==> src/rtl/touch_adc_emu.sv <==
// Responder model of an ADS7843-style touchscreen ADC serial port: decodes control
// bytes from ADC_DIN, signals BUSY, shifts the latched result out on ADC_DOUT.
module touch_adc_emu #(
    parameter int         SYNC_STAGES = 2,
    parameter logic [2:0] X_CHAN      = 3'b101,
    parameter logic [2:0] Y_CHAN      = 3'b001
) (
    input  logic        CLK,
    input  logic        RST_n,
    input  logic        SCEN,
    input  logic        ADC_DCLK,
    input  logic        ADC_DIN,
    input  logic        TOUCH,
    input  logic [11:0] X_VAL,
    input  logic [11:0] Y_VAL,
    output logic        ADC_DOUT,
    output logic        ADC_BUSY,
    output logic        ADC_PENIRQ_n,
    output logic [7:0]  CMD_BYTE,
    output logic        CMD_STB
);

    typedef enum logic [1:0] {
        IDLE,
        CMD,
        BUSY,
        DATA
    } state_t;

    // Bit 2 = SCEN, bit 1 = DCLK, bit 0 = DIN; SCEN resets high so nothing is selected.
    logic [2:0] sync_reg [SYNC_STAGES];

    generate
        for (genvar gi = 0; gi < SYNC_STAGES; gi++) begin : g_sync
            always_ff @(posedge CLK or negedge RST_n) begin
                if (!RST_n) begin
                    sync_reg[gi] <= 3'b100;
                end else if (gi == 0) begin
                    sync_reg[gi] <= {SCEN, ADC_DCLK, ADC_DIN};
                end else begin
                    sync_reg[gi] <= sync_reg[(gi == 0) ? 0 : gi - 1];
                end
            end
        end
    endgenerate

    logic       scen_s;
    logic       dclk_s;
    logic       din_s;
    logic       dclk_d_reg;
    logic       dclk_rise;
    logic       dclk_fall;

    assign scen_s    = sync_reg[SYNC_STAGES-1][2];
    assign dclk_s    = sync_reg[SYNC_STAGES-1][1];
    assign din_s     = sync_reg[SYNC_STAGES-1][0];
    assign dclk_rise = dclk_s & ~dclk_d_reg;
    assign dclk_fall = ~dclk_s & dclk_d_reg;

    state_t      state_reg;
    logic [6:0]  cmd_shift_reg;
    logic [3:0]  bit_cnt_reg;
    logic [11:0] result_reg;
    logic        mode_reg;
    logic        irq_en_reg;
    logic [7:0]  cmd_full;
    logic [3:0]  data_len;

    assign cmd_full = {cmd_shift_reg, din_s};
    assign data_len = mode_reg ? 4'd8 : 4'd12;

    always_ff @(posedge CLK or negedge RST_n) begin
        if (!RST_n) begin
            state_reg     <= IDLE;
            cmd_shift_reg <= 7'd0;
            bit_cnt_reg   <= 4'd0;
            result_reg    <= 12'h000;
            mode_reg      <= 1'b0;
            irq_en_reg    <= 1'b1;
            dclk_d_reg    <= 1'b0;
            ADC_DOUT      <= 1'b0;
            ADC_BUSY      <= 1'b0;
            ADC_PENIRQ_n  <= 1'b1;
            CMD_BYTE      <= 8'h00;
            CMD_STB       <= 1'b0;
        end else begin
            dclk_d_reg   <= dclk_s;
            CMD_STB      <= 1'b0;
            ADC_PENIRQ_n <= ~(TOUCH & irq_en_reg & scen_s);

            if (scen_s) begin
                state_reg   <= IDLE;
                ADC_DOUT    <= 1'b0;
                ADC_BUSY    <= 1'b0;
                bit_cnt_reg <= 4'd0;
            end else begin
                case (state_reg)
                    IDLE: begin
                        // Leading zeros are skipped; the first 1 is the start bit.
                        if (dclk_rise && din_s) begin
                            cmd_shift_reg <= 7'd1;
                            bit_cnt_reg   <= 4'd1;
                            state_reg     <= CMD;
                        end
                    end
                    CMD: begin
                        if (dclk_rise) begin
                            if (bit_cnt_reg == 4'd7) begin
                                CMD_BYTE    <= cmd_full;
                                CMD_STB     <= 1'b1;
                                irq_en_reg  <= ~cmd_full[0];
                                mode_reg    <= cmd_full[3];
                                bit_cnt_reg <= 4'd0;
                                state_reg   <= BUSY;
                                if (cmd_full[6:4] == X_CHAN) begin
                                    result_reg <= X_VAL;
                                end else if (cmd_full[6:4] == Y_CHAN) begin
                                    result_reg <= Y_VAL;
                                end else begin
                                    result_reg <= 12'h000;
                                end
                            end else begin
                                cmd_shift_reg <= cmd_full[6:0];
                                bit_cnt_reg   <= bit_cnt_reg + 4'd1;
                            end
                        end
                    end
                    BUSY: begin
                        // First fall raises BUSY, second fall drops it and presents the MSB.
                        if (dclk_fall) begin
                            if (!ADC_BUSY) begin
                                ADC_BUSY <= 1'b1;
                            end else begin
                                ADC_BUSY    <= 1'b0;
                                ADC_DOUT    <= result_reg[11];
                                result_reg  <= {result_reg[10:0], 1'b0};
                                bit_cnt_reg <= 4'd1;
                                state_reg   <= DATA;
                            end
                        end
                    end
                    DATA: begin
                        if (dclk_fall) begin
                            if (bit_cnt_reg == data_len) begin
                                ADC_DOUT    <= 1'b0;
                                bit_cnt_reg <= 4'd0;
                                state_reg   <= IDLE;
                            end else begin
                                ADC_DOUT    <= result_reg[11];
                                result_reg  <= {result_reg[10:0], 1'b0};
                                bit_cnt_reg <= bit_cnt_reg + 4'd1;
                            end
                        end
                    end
                    default: state_reg <= IDLE;
                endcase
            end
        end
    end

endmodule
==> config.mk <==
export PLATFORM = sky130hd
export DESIGN_NAME = touch_adc_emu
export DESIGN_NICKNAME = d
export VERILOG_FILES = /design/src/rtl/touch_adc_emu.sv
export SDC_FILE = /design/constraint.sdc
export NUM_CORES = 1
export LEC_CHECK = 0
export CAP_MARGIN = 20
export CORE_UTILIZATION = 53
export CTS_BUF_LIST = sky130_fd_sc_hd__clkbuf_8
export CTS_CLUSTER_DIAMETER = 80
export DETAILED_ROUTE_END_ITERATION = 12
export GPL_ROUTABILITY_DRIVEN = 0
export HOLD_SLACK_MARGIN = 0.05
export PLACE_DENSITY = 0.79
export SETUP_SLACK_MARGIN = 0.05
export SYNTH_ARGS = -nofsm -noshare
export SYNTH_HDL_FRONTEND = slang
export SYNTH_SLANG_ARGS = --single-unit
==> constraint.sdc <==
create_clock -name CLK -period 2.15 [get_ports CLK]
set_input_delay 0.43 -clock CLK [delete_from_list [all_inputs] [get_ports CLK]]
set_output_delay 0.43 -clock CLK [all_outputs]
set_load 0.005 [all_outputs]
* Word-level counts from Yosys, hierarchy flattened
Index checks and enable logic that the tools add are counted.
Word-level totals: memory bits (read-only) 0, memories kept 0, latch bits 0, input port bits 30, register bits after elaboration 46, logic and storage cells 106, bits in writable memories 0
Cells by class: bitwise gates (word level) 9, multiply operators 0, multiplexer cells 46, add/sub/neg operators 1, reductions and logical operators 14, shift operators 0, divide/modulo/power cells 0, equal/unequal tests 22, order comparisons 0
Operator list (number):
- $mux W12 | 8
- $pmux W12 S3 | 1
- $mux W4 | 8
- $mux W7 | 3
- $ne A3 B3 Y1 const B | 7
- $mux W2 | 8
- $ne A2 B2 Y1 const B | 8
- $pmux W4 S4 | 1
- $pmux W7 S2 | 1
- $mux W1 | 13
- $reduce_and A5 Y1 | 2
- $pmux W2 S4 | 1
- $reduce_and A4 Y1 | 2
- $reduce_and A8 Y1 | 1
- $reduce_and A7 Y1 | 1
- $reduce_bool A2 Y1 | 3
- $reduce_bool A3 Y1 | 2
- $not A1 Y1 | 5
- $add A4 B1 Y4 const B | 1
- $and A1 B1 Y1 | 4
- $eq A2 B2 Y1 const B | 2
- $eq A4 B3 Y1 const B | 1
- $eq A4 B4 Y1 | 1
- $eq A3 B1 Y1 const B | 1
- other kinds (7) | 7

* Logic depth before layout (Yosys ltp)
Gate-level depths: netlist of the first run.
word-level depth 6, depth in mapped cells 8

* Least setup slack after synthesis of the first run
Ideal clock, no wire load.
kind register -> register, start point register state_reg[0], end point register cmd_shift_reg[0], setup slack 0.243 ns, cell stages (with the launch flop) 6, arrival time 1.782 ns, buffers on the path 1, setup time 0.125 ns, required time 2.025 ns, cells stage by stage dfrtp_1 > ha_1 > buf_4 > mux2i_2 > a2111oi_4 > mux2_4
Between the ends: cells in the longest elaborated chain, start to end 3, elaborated cells on any way between the ends 8, those cells by class eq/ne: 4; mux: 1; reduce/logical: 3
RTL lines:
- start: declaration | RTL line 60 | state_t state_reg;
- start signal: assignment | RTL line 74 | state_reg <= IDLE;
- start signal: assignment | RTL line 92 | state_reg <= IDLE;
- start signal: assignment | RTL line 103 | state_reg <= CMD;
- $eq A2 B1 Y1 or $logic_not A2 Y1 (tied branches) | RTL line 97 | case (state_reg)
- $ne A2 B2 Y1 (no line) or $reduce_bool A2 Y1 (tied branches)
- $reduce_and A5 Y1 (no line)
- end signal: assignment | RTL line 123 | cmd_shift_reg <= cmd_full[6:0];
- end: declaration | RTL line 61 | logic [6:0] cmd_shift_reg;
Parallel ways exist; a longest one is shown, timed or not. A chain may end at the register's enable or synchronous reset.

* Worst setup path in the final report of the first run
start point register state_reg[1], end point register bit_cnt_reg[3]
Between the ends: cells in the longest elaborated chain, start to end 3, elaborated cells on any way between the ends 12, those cells by class eq/ne: 8; mux: 2; reduce/logical: 2
RTL lines:
- $eq A2 B1 Y1, or another cell as far along | RTL line 97
- $ne A3 B3 Y1 (no line) or $pmux W4 S4 (tied branches)
- $reduce_and A5 Y1 (no line) or $mux W4 (tied branches)
- end signal: assignment | RTL line 124 | bit_cnt_reg <= bit_cnt_reg + 4'd1;
- end signal: assignment | RTL line 151 | bit_cnt_reg <= bit_cnt_reg + 4'd1;
- end: declaration | RTL line 62 | logic [3:0] bit_cnt_reg;
Parallel ways exist; a longest one is shown, timed or not.

==> results.toml, run 1 <==
[outcome]
outcome = "complete, no violations"

[sta]
finalSetupViolations = 0
max_clock_skew_ns = 0.00998
rsz_0062_raised_after_global_routing = "false"
period_needed_ns = 1.94
timing.fmax_mhz = 515
maxSlewHeadroom_pct = 51.9
setup-tns-final_ns = 0
timing.final.crit_share_pct = 90.4
slew_viol_final = 0
report.final.hold_viol_count = 0
worst_pin_slew_ns = 0.721

[drt]
drtPass1Iterations = 4
drt.antenna.violating_nets = 0
routed-via-count = 1616
post-route-drc-count = 0
first_iter_violations = 122
vias_per_cell = 5.28
finalWirelength_um = 4160
wl_per_cell_um = 13.6

[yosys]
synth_cells = 209
yosys.cell_types.count = 38
synth.cell_area_um2 = 2200
seq_area_frac_synth_pct = 51.3
ys_ff_latch = 45
synth_nets = 245
yosys_warning_count = 0
avgSynthCellArea_um2 = 10.5

[clocking]
ctsRootBufferMaster = "clkbuf_8"
cts_tree = "yes"
clkLatencyLatePin_ns = 0.30
path_clk_slew_ns = 0.09
num_clock_sinks = 45
tritoncts.num_buffers = 5
cts.hold.buffers_added = 0
htreeDepth = 2
cts_setup_buffers = 0
ctsResizeCount = 0
clk_path_buf_depth = 2

[critical_path]
slowest_delay_ns = 0.52
crit_type = "flip-flop to flip-flop"
timing.critical_path.to_type = "flip-flop"
timing.critical_path.depth = 6
worst_ep_arrival_time_ns = 2.17
worstPathRequired_ns = 2.38
timing.critical_path.cells = "inv_1 -> ha_1 -> a211oi_2 -> o21ai_1 -> or4b_1 -> a21oi_1"
r2r.worst_path.cells = 6
cpMaxStageDelayCell = "or4b_1"
path_buf_inv = 1
critical_path.max_fanout = 10
setup.worst_path.start_class = "flip-flop"
critical_path.top_delay_family = "compound AO/OA/AOI/OAI gates"

[pwr]
peakVddDrop_mv = 0.480
power_density_nw_per_um2 = 837
leakagePower_nw = 1.20

[floorplan]
io_pins = 42
die_x_um = 66.5
placementRows = 23
dieArea_um2 = 4420
core_area_um2 = 4000
die_height_um = 66.5
start_util_pct = 55.1

[job]
drv.max_cap_violation_count = 0

[grt]
initial_antenna_violation_count = 0
largest_net_degree_at_the_start_of_global_routing = 46
wire_length_of_the_first_global_routing_pass_um = 6920
grt_remaining_overflow = 0
grt.total_usage_pct = 21.2
grt_pass1_vias = 1527

[layout]
final_cell_count_no_fill = 306
area.growth.synth_to_final_pct = 28.2
num_antenna_cells = 0
finish.net_count = 291
final_layout_size_suffix_gt1_share_pct = 14.1
largest_register_ff_count = 12

[place]
dp_hpwl_um = 2940
port_buffers = 41
dpl.cell_count = 298

[min_path]
hold_path_class = "primary input to async pin"
[layer usage]
metal / up-vias / global-route usage (%) / share of wire, %
met1: 776 / 27.1 / 46
li1: 804 / - / -
met5: - / 0 / 0
met3: 4 / 5.65 / 3.8
met4: 0 / 5.59 / 1.1
met2: 32 / 35.3 / 49
[cell type report]
type | count | area [µm²]
Clock buffer | 5 | 68.8
Clock inverter | 3 | 46.3
Fill cell | 311 | 1180
Inverter | 14 | 52.6
Multi-Input combinational cell | 138 | 981
Sequential cell | 45 | 1130
Tap cell | 50 | 62.6
Timing Repair Buffer | 51 | 480
[cells in the final DEF, fill, tap and decap left out, types with 7 or more instances in the layout]
cell type and count:
nand2_1 21, mux2_1 10, inv_1 12, mux2i_1 20, a21oi_1 15, nor2_1 17, dfrtp_1 40, o21ai_0 7
clkdlybuf4s50_1 40, buf_4 10, o21ai_1 11
[kinds of logic after synthesis]
kind of cell               Yosys count  synth area share (%)
buffers and inverters               26                  5.05
adders and majority gates            6                  3.41
and+or+nand+nor                     55                  12.1
AOI/OAI and AO/OA                   43                  11.8
xor gates and xnor gates             2                 0.795
muxes                               32                  15.5
DFF                                 45                  51.3
[Yosys cell counts (all sizes together)]
| master | number | area share [%] |
|---|---|---|
| a211oi | 3 | 1.0 |
| a2111oi | 1 | 1.2 |
| nor2 | 17 | 2.9 |
| a31o | 1 | 0.40 |
| clkinv | 1 | 0.17 |
| or2 | 1 | 0.28 |
| xnor2 | 1 | 0.40 |
| or3 | 3 | 0.85 |
| a41oi | 1 | 0.40 |
| o31ai | 1 | 0.34 |
| clkbuf | 4 | 0.68 |
| nand3b | 2 | 1.2 |
| or4b | 1 | 0.45 |
| inv | 13 | 2.2 |
| nor4b | 1 | 0.40 |
| nand2 | 22 | 3.9 |
| ha | 6 | 3.4 |
| nand2b | 4 | 1.1 |
| a21oi | 16 | 3.6 |
| dfrtp | 41 | 47 |
| mux2 | 11 | 5.8 |
| o21ai | 18 | 4.1 |
| dfstp | 4 | 4.8 |
| nand3 | 3 | 0.68 |
| mux2i | 21 | 9.7 |
| buf | 8 | 2.0 |
| a21boi | 1 | 0.34 |
| o211ai | 1 | 0.34 |
| xor2 | 1 | 0.40 |
| nor4 | 1 | 0.28 |
[path summary, 6_finish.rpt]
path,start,to,slack [ns]
setup / recovery,state_reg[1],bit_cnt_reg[3],0.21
hold / removal,RST_n,result_reg[1],0.20
setup reg to reg,state_reg[1],bit_cnt_reg[3],0.21
hold reg to reg,sync_reg[3],cmd_full[0],0.35
max in group asynchronous,RST_n,state_reg[0],1.56
min in group CLK,sync_reg[3],cmd_full[0],0.35
[power by group]
| part | internal, mW | leakage [nW] | switching, mW |
|---|---|---|---|
| clock | 0.348 | 0.0543 | 0.299 |
| sequential | 0.986 | 0.591 | 0.0999 |
| combinational | 0.292 | 0.550 | 0.338 |
| total | 1.63 | 1.20 | 0.737 |
[through the flow]
stage	hold slack (ns)	util, %	power [mW]	area (µm²)	worst slack, ns
after global placement	0.332	67.3	1.68	2690	0.203
after floorplan	0.134	-	1.49	2200	0.243
after CTS	0.213	70.2	2.37	2810	0.0915
final	0.196	70.6	2.36	2820	0.206
after global routing	0.232	70.6	2.52	2820	0.0199
after detailed placement	0.337	67.3	1.72	2690	0.109
No activity file was read; power rests on OpenSTA's default activity.
==> run 2: changes to the inputs <==
- CELL_PAD_IN_SITES_DETAIL_PLACEMENT: default -> 1
- CELL_PAD_IN_SITES_GLOBAL_PLACEMENT: default -> 2
- CORE_UTILIZATION: 53 -> 34
- PLACE_DENSITY: 0.79 -> 0.8
==> results.toml, run 2 (synthesized netlist as in run 1, its figures left out) <==
[place]
dp_hpwl_um = 3310
port_buffers = 41
post-place-ws_ns = 0.0624

[layout]
multi_input_comb_area_um2 = 985
num_antenna_cells = 0
finish.net_count = 289
number_of_fillers_in_the_final_layout = 695
area.growth.synth_to_final_pct = 27.9
layout.area.seq_um2 = 1130
layout_commonest_cell = "dfrtp_1"
layout.cells.most_common_list = "dfrtp_1, clkdlybuf4s50_1, nand2_1"
largest_register_ff_count = 12
final_layout_size_suffix_gt1_share_pct = 13.0

[sta]
setup-tns-final_ns = 0
timing.fmax_mhz = 509
report.final.hold_viol_count = 0
finalSetupViolations = 0
slew_viol_final = 0
worst_pin_slew_ns = 0.719
maxSlewHeadroom_pct = 52.1
timing.final.crit_share_pct = 91.4
max_clock_skew_ns = 0.00722
setup_slack_ns = 0.186
rsz_0062_raised_after_global_routing = "true"
period_needed_ns = 1.96

[grt]
wire_length_of_the_first_global_routing_pass_um = 7600
initial_antenna_violation_count = 0
grt.total_usage_pct = 15.1
grt_remaining_overflow = 0
grt_pass1_vias = 1559
largest_net_degree_at_the_start_of_global_routing = 46

[critical_path]
timing.critical_path.cells = "inv_1 -> ha_1 -> a211oi_1 -> o21ai_1 -> or4b_1 -> a21oi_1"
critical_path.top_delay_family = "compound AO/OA/AOI/OAI gates"
critical_path.max_fanout = 5
timing.critical_path.to_type = "flip-flop"
path_buf_inv = 1
worst_ep_arrival_time_ns = 2.20
cpMaxStageDelayCell = "or4b_1"
slowest_delay_ns = 0.51
worstPathRequired_ns = 2.38
crit_type = "flip-flop to flip-flop"
setup.worst_path.start_class = "flip-flop"

[drt]
vias_per_cell = 4.97
first_iter_violations = 37
wl_per_cell_um = 14.2
finalWirelength_um = 4660
drtPass1Iterations = 4
post-route-drc-count = 0
routed-via-count = 1635
drt.antenna.violating_nets = 0

[min_path]
hold_path_class = "primary input to async pin"

[clocking]
cts_tree = "yes"
ctsRootBufferMaster = "clkbuf_8"
path_clk_slew_ns = 0.09
htreeDepth = 2
cts.hold.buffers_added = 0
clk_path_buf_depth = 2
clkLatencyLatePin_ns = 0.30
num_clock_sinks = 45
tritoncts.num_buffers = 5

[pwr]
leakagePower_nw = 1.18
power.clock.fraction_pct = 24.2
power.share.switching_pct = 33.5
power_switching_uw = 750
cellInternalPower_mw = 1.49
pwr-share-seq_pct = 48.3
power_density_nw_per_um2 = 795
pwr-share-comb_pct = 27.5
peakVddDrop_mv = 0.329

[floorplan]
placementRows = 28
io_pins = 42
die_x_um = 82.5
die_height_um = 82.5
dieArea_um2 = 6810
start_util_pct = 36.1
core_area_um2 = 6100

[job]
drv.max_cap_violation_count = 0

[outcome]
outcome = "complete, no violations"
-- run 2: metal layers --
| metal | share of wire, % | GRT usage (%) | vias to the layer above |
|---|---|---|---|
| li1 | - | - | 799 |
| met1 | 49 | 20.0 | 800 |
| met2 | 47 | 24.2 | 29 |
| met3 | 3.1 | 3.63 | 7 |
| met4 | 1.4 | 5.17 | 0 |
| met5 | 0 | 0 | - |
-- run 2: cell type report --
class | count | share of cell area [%]
clock buffers | 5 | 2.44
flip-flops and latches | 45 | 40.1
repair buffers | 49 | 16.5
multi-input cells | 138 | 34.9
well taps | 75 | 3.33
inverters | 14 | 1.87
clock inverters | 3 | 0.755
-- run 2: metrics by stage --
| step | cells | hold WS (ns) | area [µm²] | total power, mW | util [%] |
|---|---|---|---|---|---|
| 6_report | 329 | 0.193 | 2820 | 2.24 | 46.2 |
| 5_1_grt | 329 | 0.248 | 2820 | 2.38 | 46.2 |
| 4_1_cts | 329 | 0.223 | 2800 | 2.26 | 45.9 |
| 3_5_place_dp | 321 | 0.348 | 2710 | 1.72 | 44.5 |
| 3_3_place_gp | 321 | 0.333 | 2710 | 1.69 | 44.5 |
| 2_1_floorplan | 209 | 0.134 | 2200 | 1.49 | - |
-- run 2: timing repair --
item	CTS	global route
hold endpoints to repair	0	0
gates resized for setup	0	4
setup endpoints to repair	0	15
setup buffers	0	0
-- run 2: worst paths after layout --
path	startpoint	endpoint	slack, ns	cells after the start
setup / recovery	state_reg[0]	bit_cnt_reg[3]	0.19	6
hold / removal	RST_n	bit_cnt_reg[0]	0.19	2
setup reg to reg	state_reg[0]	bit_cnt_reg[3]	0.19	6
hold reg to reg	sync_reg[5]	scen_s	0.36	0
max in group asynchronous	RST_n	irq_en_reg	1.56	2
min in group CLK	sync_reg[5]	scen_s	0.36	0
-- run 2: power by group through the flow --
| stage | registers [mW] | logic [mW] | clock network [mW] |
|---|---|---|---|
| finish | 1.08 | 0.616 | 0.541 |
| global route | 1.10 | 0.690 | 0.588 |
| CTS | 1.08 | 0.621 | 0.555 |
| detailed placement | 1.10 | 0.621 | 0 |
| global placement | 1.09 | 0.597 | 0 |
| floorplan | 1.06 | 0.429 | 0 |
